`src/rtl/sd_pkg.sv`:
```
// Shared definitions for the parametrised serial pattern detector.
//   state_t / ST_*  : detector state encoding
//   len_w()         : width needed to hold a pattern length of 0..max_len
package sd_pkg;

  typedef logic [1:0] state_t;

  localparam state_t ST_IDLE = 2'd0;  // no valid pattern loaded
  localparam state_t ST_FILL = 2'd1;  // collecting bits, fill < len
  localparam state_t ST_HUNT = 2'd2;  // fill >= len, comparing every bit

  function automatic int len_w(input int max_len);
    return $clog2(max_len + 1);
  endfunction

endpackage

```
`src/rtl/sat_counter.sv`:
```
// Saturating up-counter with synchronous clear.
//   clk   : clock, posedge
//   rst_n : synchronous reset, active-low
//   inc   : count one event this cycle
//   clr   : clear; when asserted together with inc the result is 1
//   q     : count, holds at all-ones instead of wrapping
module sat_counter #(
  parameter int CNT_W = 8
) (
  input  logic             clk,
  input  logic             rst_n,
  input  logic             inc,
  input  logic             clr,
  output logic [CNT_W-1:0] q
);

  always_ff @(posedge clk) begin
    if (!rst_n) begin
      q <= '0;
    end else if (clr) begin
      // The event that arrives in the clear cycle is still counted.
      q <= inc ? CNT_W'(1) : '0;
    end else if (inc && (q != '1)) begin
      q <= q + CNT_W'(1);
    end
  end

endmodule

```
`src/rtl/seq_detector_param.sv`:
```
// Serial bit-pattern detector with a run-time loadable pattern of 1..MAX_LEN bits.
//
// state   | meaning
// --------+-----------------------------------------------
// IDLE    | no valid pattern; X ignored, Z stays 0
// FILL    | pattern loaded, fewer than len bits collected
// HUNT    | at least len bits collected, comparing each bit
//
// Ports
//   CLOCK     : clock, all logic on posedge
//   RESET_N   : synchronous reset, active-low, overrides everything
//   LOAD      : latch PAT_IN/LEN_IN (LEN_IN outside 1..MAX_LEN disarms)
//   PAT_IN    : pattern, bit LEN-1 is the first bit received
//   LEN_IN    : pattern length
//   EN        : X is valid this cycle
//   X         : serial data bit
//   OVERLAP   : 1 = a match may reuse bits of the previous match
//   CLR_CNT   : clear MATCH_CNT
//   Z         : one-cycle pulse the cycle after the final matching bit
//   MATCH_CNT : saturating count of matches
//   ARMED     : a valid pattern is loaded
module seq_detector_param
  import sd_pkg::*;
#(
  parameter int MAX_LEN = 8,
  parameter int CNT_W   = 8,
  localparam int LEN_W  = len_w(MAX_LEN)
) (
  input  logic               CLOCK,
  input  logic               RESET_N,
  input  logic               LOAD,
  input  logic [MAX_LEN-1:0] PAT_IN,
  input  logic [LEN_W-1:0]   LEN_IN,
  input  logic               EN,
  input  logic               X,
  input  logic               OVERLAP,
  input  logic               CLR_CNT,
  output logic               Z,
  output logic [CNT_W-1:0]   MATCH_CNT,
  output logic               ARMED
);

  localparam logic [LEN_W-1:0] LEN_MAX = LEN_W'(MAX_LEN);

  state_t             state_q, state_d;
  logic [MAX_LEN-1:0] pat_q;
  logic [LEN_W-1:0]   len_q;
  logic [MAX_LEN-1:0] hist_q;
  logic [LEN_W-1:0]   fill_q;
  logic               z_q;

  logic               load_ok;
  logic               shift_en;
  logic [MAX_LEN-1:0] hist_shift;
  logic [LEN_W-1:0]   fill_inc;
  logic [MAX_LEN-1:0] len_mask;
  logic               hit;

  assign load_ok    = LOAD && (LEN_IN != '0) && (LEN_IN <= LEN_MAX);
  assign shift_en   = EN && !LOAD && (state_q != ST_IDLE);
  assign hist_shift = {hist_q[MAX_LEN-2:0], X};
  assign fill_inc   = (fill_q >= LEN_MAX) ? LEN_MAX : fill_q + LEN_W'(1);

  // Only the low len bits of history and pattern take part in the compare.
  always_comb begin
    len_mask = '0;
    for (int i = 0; i < MAX_LEN; i++) begin
      len_mask[i] = (int'(len_q) > i);
    end
  end

  // State register
  always_ff @(posedge CLOCK) begin
    if (!RESET_N) begin
      state_q <= ST_IDLE;
    end else begin
      state_q <= state_d;
    end
  end

  // Next-state logic
  always_comb begin
    state_d = state_q;
    if (LOAD) begin
      state_d = load_ok ? ST_FILL : ST_IDLE;
    end else if (shift_en) begin
      if (hit && !OVERLAP) begin
        state_d = ST_FILL;
      end else if (fill_inc >= len_q) begin
        state_d = ST_HUNT;
      end else begin
        state_d = ST_FILL;
      end
    end
  end

  // Output / match decode, evaluated on the post-shift history and fill.
  always_comb begin
    hit = 1'b0;
    if (shift_en && (fill_inc >= len_q)) begin
      hit = (((hist_shift ^ pat_q) & len_mask) == '0);
    end
  end

  assign Z     = z_q;
  assign ARMED = (state_q != ST_IDLE);

  // Pattern, history, fill and match pulse
  always_ff @(posedge CLOCK) begin
    if (!RESET_N) begin
      pat_q  <= '0;
      len_q  <= '0;
      hist_q <= '0;
      fill_q <= '0;
      z_q    <= 1'b0;
    end else begin
      z_q <= hit;
      if (LOAD) begin
        // Any load restarts collection; the X of this cycle is dropped.
        hist_q <= '0;
        fill_q <= '0;
        if (load_ok) begin
          pat_q <= PAT_IN;
          len_q <= LEN_IN;
        end
      end else if (shift_en) begin
        hist_q <= hist_shift;
        // Non-overlap: the next match must be built from len fresh bits.
        fill_q <= (hit && !OVERLAP) ? '0 : fill_inc;
      end
    end
  end

  sat_counter #(
    .CNT_W(CNT_W)
  ) u_cnt (
    .clk  (CLOCK),
    .rst_n(RESET_N),
    .inc  (hit),
    .clr  (CLR_CNT),
    .q    (MATCH_CNT)
  );

endmodule

```
`config.mk`:
```
export PLATFORM = sky130hd
export DESIGN_NAME = seq_detector_param
export DESIGN_NICKNAME = d
export VERILOG_FILES = /design/src/rtl/sd_pkg.sv /design/src/rtl/sat_counter.sv /design/src/rtl/seq_detector_param.sv
export SDC_FILE = /design/constraint.sdc
export NUM_CORES = 1
export LEC_CHECK = 0
export ABC_AREA = 0
export BUFFER_PORTS_ARGS = -buffer_cell sky130_fd_sc_hd__clkbuf_2
export CAP_MARGIN = 20
export CORE_MARGIN = 1
export CORE_UTILIZATION = 53
export CTS_BUF_LIST = sky130_fd_sc_hd__clkbuf_2 sky130_fd_sc_hd__clkbuf_4 sky130_fd_sc_hd__clkbuf_8
export DETAILED_ROUTE_END_ITERATION = 8
export PLACE_DENSITY = 0.73
export SYNTH_ARGS = -nofsm -noshare
export SYNTH_HDL_FRONTEND = slang
export SYNTH_SLANG_ARGS = --single-unit
```
`constraint.sdc`:
```
create_clock -name CLOCK -period 7.9 [get_ports CLOCK]
set_clock_uncertainty 0.15 [all_clocks]
set_input_delay 1.185 -clock CLOCK [delete_from_list [all_inputs] [get_ports CLOCK]]
set_output_delay 1.185 -clock CLOCK [all_outputs]
set_load 0.02 [all_outputs]
```
==> impl_metrics.py <==
metrics = {
    "route": {
        "met1_length_um": 1420,
        "via_density_per_instance": 5.52,
        "vias": 1468,
        "met3WireLength_um": 107,
        "routed_wire_length_per_instance_um": 12.9,
        "dr.first_iter.drc_count": 92,
        "top_signal_layer_used": "met4",
        "drt_pass1_iterations": 4,
        "antenna_violating_nets_post_route": 0,
        "drc": 0,
        "met2RoutedLength_um": 1830,
        "drt-total-wl_um": 3440,
    },
    "die": {
        "start_util": 0.565,
        "die_width_um": 59.3,
        "coreArea_um2": 3080,
        "ios": 29,
        "floorplan.die_area_um2": 3520,
        "dieHeight_um": 59.3,
        "placementRows": 20,
    },
    "yosys": {
        "yosys.area_share.simple": 0.252,
        "yosys.area.top_type_share": 0.391,
        "syn_inst": 192,
        "ys_types": 43,
        "postSynthAreaPerCell_um2": 9.06,
        "synth.top_cells.by_area": "sky130_fd_sc_hd__dfxtp_1 (39%), sky130_fd_sc_hd__mux2i_1 (6.9%), sky130_fd_sc_hd__nand2_1 (5.4%), sky130_fd_sc_hd__ha_1 (5.0%), sky130_fd_sc_hd__xnor2_1 (5.0%)",
        "syn_area_um2": 1740,
        "dominant_combinational_cell_family_by_area_after_synthesis": "simple AND/OR/NAND/NOR gates",
        "sequential_to_total_area_share_from_yosys_stat": 0.391,
        "total_number_of_yosys_warnings": 0,
        "syn-num-nets": 218,
        "synthMuxAreaShare": 0.0690,
        "synth-seq-cells": 34,
        "area_fraction_in_compound_gates_after_synthesis": 0.145,
        "yosys.area_share.xor_xnor": 0.0554,
        "post-synth-top-area-cell": "sky130_fd_sc_hd__dfxtp_1",
        "synth_adder_area_share": 0.0503,
    },
    "clocking": {
        "clk-insertion-delay-late_ns": 0.34,
        "cts_max_level": 2,
        "clock_path_buffers": 2,
        "post_cts.resized_instances": 0,
        "clk_root_buffer_cell": "sky130_fd_sc_hd__clkbuf_4",
        "clk_transition_reported_paths_ns": 0.11,
        "post-cts-setup-buffers": 0,
        "tritoncts.num_buffers": 5,
        "cts-hold-fix-buffers": 0,
        "cts_tree": "built",
        "numClockSinks": 34,
    },
    "place": {
        "dpl.hpwl_um": 2570,
        "numPortBuffers": 28,
        "gpl.final_weighted_congestion": 0.825,
    },
    "grt": {
        "groute.usage.overall": 0.220,
        "first_pass_grt_wire_length_um": 5710,
        "globalRouteOverflowTotal": 0,
        "antenna_found_initial": 0,
        "grt_pass1_vias": 1373,
        "grt_start_max_net_pins": 18,
    },
    "power_and_ir_drop": {
        "power.net_switching_uw": 82.5,
        "share_comb_of_total_power": 0.118,
        "power_density_nw_per_um2": 165,
        "power.static_leakage_uw": 0.000772,
        "clkPwrFrac": 0.322,
        "switching_share": 0.256,
        "power_frac_seq": 0.560,
        "worst_ir_drop_vdd_v": 0.000117,
        "internal-power_uw": 240,
    },
    "final_layout": {
        "sequential_cell_area_um2": 681,
        "num-fill-cells": 289,
        "insertedDiodeCount": 0,
        "finish.net_count": 247,
        "area_delta_synth_final_pct": 12.4,
        "multi_input_gate_area_um2": 995,
        "drive_gt1_frac": 0.203,
    },
    "timing": {
        "final-setup-viol-count": 0,
        "holdWs_ns": 0.330,
        "timing_max_transition_violations_final": 0,
        "unrepaired_setup_endpoints_after_global_routing": "false",
        "setup_total_negative_slack_ns": 0,
        "fmaxAchievable_mhz": 343,
        "worst_tran_pin_value_ns": 0.742,
        "period_minus_slack_ns": 2.92,
        "final-hold-violation-count": 0,
        "timing.final.crit_share": 0.370,
        "max-slew-margin-rel": 0.493,
    },
    "min_path": {
        "hold_path_class": "reg2reg",
    },
    "setup_path": {
        "path_cells": "clkbuf_2 -> o21a_1 -> o21ai_0 -> nor4_4 -> nand3_2 -> or4_1 -> a21oi_1",
        "worst_setup_path_start_kind": "input pin",
        "cp_max_fo": 12,
        "required_ns": 8.03,
        "crit_type": "in2reg",
        "cp_slowest_cell": "sky130_fd_sc_hd__or4_1",
        "critPathMaxStageDelay_ns": 0.53,
        "worst_setup_path_end_kind": "register",
        "worst_ep_arrival_time_ns": 3.05,
    },
    "flow_run": {
        "cap_viol_max_count": 0,
    },
    "outcome": {
        "outcome": "finished, final reports clean",
    },
}
-- per-stage QoR --
| step | instances | area (um^2) | setup WS (ns) | utilization | power (uW) |
|---|---|---|---|---|---|
| after global routing | 266 | 1960 | 4.84 | 0.636 | 338 |
| final | 266 | 1960 | 4.98 | 0.636 | 322 |
| after detailed placement | 258 | 1890 | 4.61 | 0.615 | 223 |
| after floorplan | 192 | 1740 | 5.27 | - | 212 |
| after global placement | 258 | 1890 | 4.69 | 0.615 | 221 |
| after CTS | 266 | 1960 | 4.98 | 0.636 | 327 |
-- sequential cells by signal (all words and copies together), names as in the netlist --
signal	count
state_q	2
fill_q	4
Z	1
u_cnt.q	8
pat_q	8
hist_q	7
len_q	4
-- critical path: cells and delay by family --
kind / cells / cell delay [ns]
AO/OA/AOI/OAI: 3 / 0.72
AND/OR/NAND/NOR: 3 / 1.05
buffers and inverters: 1 / 0.09
-- power by group through the flow --
| stage | Combinational, uW | Clock [uW] | Sequential, uW |
|---|---|---|---|
| global placement | 36.8 | 0 | 184 |
| detailed placement | 38.3 | 0 | 184 |
| floorplan | 29.4 | 0 | 182 |
| CTS | 38.6 | 108 | 181 |
| finish | 38.0 | 104 | 180 |
| global route | 42.3 | 115 | 181 |
-- path summary, 6_finish.rpt --
path                               start                       to  slack (ns)  cells after the start
setup / recovery                      EN  u_cnt.q[5]$_SDFFE_PN0P_        4.98                      7
hold / removal    hist_q[6]$_SDFFE_PP0P_   hist_q[6]$_SDFFE_PP0P_        0.33                      2
hold reg to reg   hist_q[6]$_SDFFE_PP0P_   hist_q[6]$_SDFFE_PP0P_        0.33                      2
setup reg to reg  fill_q[0]$_SDFFE_PP0P_  u_cnt.q[5]$_SDFFE_PN0P_        5.13                      9
-- cell families (layout without fill, tap and decap cells) --
group | after synthesis | in the layout
buf+inv | 12 | 42
compound gates | 39 | 39
mux | 12 | 12
fa+ha+maj | 7 | 7
flops | 34 | 34
simple gates | 77 | 77
xor+xnor | 11 | 11
-- layout by cell type (no fill, tap or decap), types with 2 or more instances in the layout --
cell type and instances:
sky130_fd_sc_hd__or2_2 2, sky130_fd_sc_hd__nand2_1 25, sky130_fd_sc_hd__clkbuf_4 6, sky130_fd_sc_hd__a21oi_1 15
sky130_fd_sc_hd__a32o_1 4, sky130_fd_sc_hd__xnor2_1 10, sky130_fd_sc_hd__nand4_1 2, sky130_fd_sc_hd__ha_1 7
sky130_fd_sc_hd__nand3_1 4, sky130_fd_sc_hd__clkbuf_2 28, sky130_fd_sc_hd__o21ai_0 3, sky130_fd_sc_hd__nor2_1 10
sky130_fd_sc_hd__or3_1 4, sky130_fd_sc_hd__nand2b_1 2, sky130_fd_sc_hd__o21ai_1 7, sky130_fd_sc_hd__nor2b_1 12
sky130_fd_sc_hd__and4_1 2, sky130_fd_sc_hd__inv_1 6, sky130_fd_sc_hd__nor4_4 2, sky130_fd_sc_hd__dfxtp_1 34
sky130_fd_sc_hd__mux2i_1 12, sky130_fd_sc_hd__nor3_1 4
-- Yosys cell counts --
cell type                   instances
sky130_fd_sc_hd__nand3_1            4
sky130_fd_sc_hd__and3_1             1
sky130_fd_sc_hd__mux2i_1           12
sky130_fd_sc_hd__a21boi_0           1
sky130_fd_sc_hd__a2111oi_0          1
sky130_fd_sc_hd__or3_1              4
sky130_fd_sc_hd__nor3_4             1
sky130_fd_sc_hd__clkbuf_1           2
sky130_fd_sc_hd__a41oi_1            1
sky130_fd_sc_hd__o22ai_2            1
sky130_fd_sc_hd__and4_1             2
sky130_fd_sc_hd__or4_1              1
sky130_fd_sc_hd__o21ai_1            7
sky130_fd_sc_hd__nor3_1             4
sky130_fd_sc_hd__ha_1               7
sky130_fd_sc_hd__nand3b_1           1
sky130_fd_sc_hd__inv_1              6
sky130_fd_sc_hd__nand4_1            2
sky130_fd_sc_hd__nand2b_1           2
sky130_fd_sc_hd__nor4_4             2
sky130_fd_sc_hd__nor2b_1           12
sky130_fd_sc_hd__o21a_1             1
sky130_fd_sc_hd__nor4_1             1
sky130_fd_sc_hd__dfxtp_1           34
sky130_fd_sc_hd__buf_2              1
sky130_fd_sc_hd__nand3_2            1
sky130_fd_sc_hd__nor2_1            10
sky130_fd_sc_hd__a21oi_1           15
sky130_fd_sc_hd__o31ai_1            1
sky130_fd_sc_hd__buf_6              2
sky130_fd_sc_hd__or2_2              2
sky130_fd_sc_hd__o21ai_0            3
sky130_fd_sc_hd__a21boi_1           1
sky130_fd_sc_hd__nand2_1           25
sky130_fd_sc_hd__a32o_1             4
sky130_fd_sc_hd__nand4b_1           1
sky130_fd_sc_hd__xnor2_1           10
sky130_fd_sc_hd__buf_4              1
sky130_fd_sc_hd__a31o_2             1
sky130_fd_sc_hd__xor2_1             1
sky130_fd_sc_hd__a211oi_2           1
sky130_fd_sc_hd__o22ai_1            1
sky130_fd_sc_hd__and2_1             1
-- layout make-up --
class	count	share of cell area
Multi-Input combinational cell	146	0.508
Sequential cell	34	0.348
Timing Repair Buffer	28	0.0716
Clock buffer	7	0.0301
Tap cell	44	0.0281
Inverter	6	0.0115
Clock inverter	1	0.00256
-- per-layer routing --
layer	up-vias	GRT usage
met2	29	0.392
met1	699	0.233
li1	733	-
met5	-	0
met3	7	0.0459
met4	0	0.139
(Power assumes the default switching activity.)
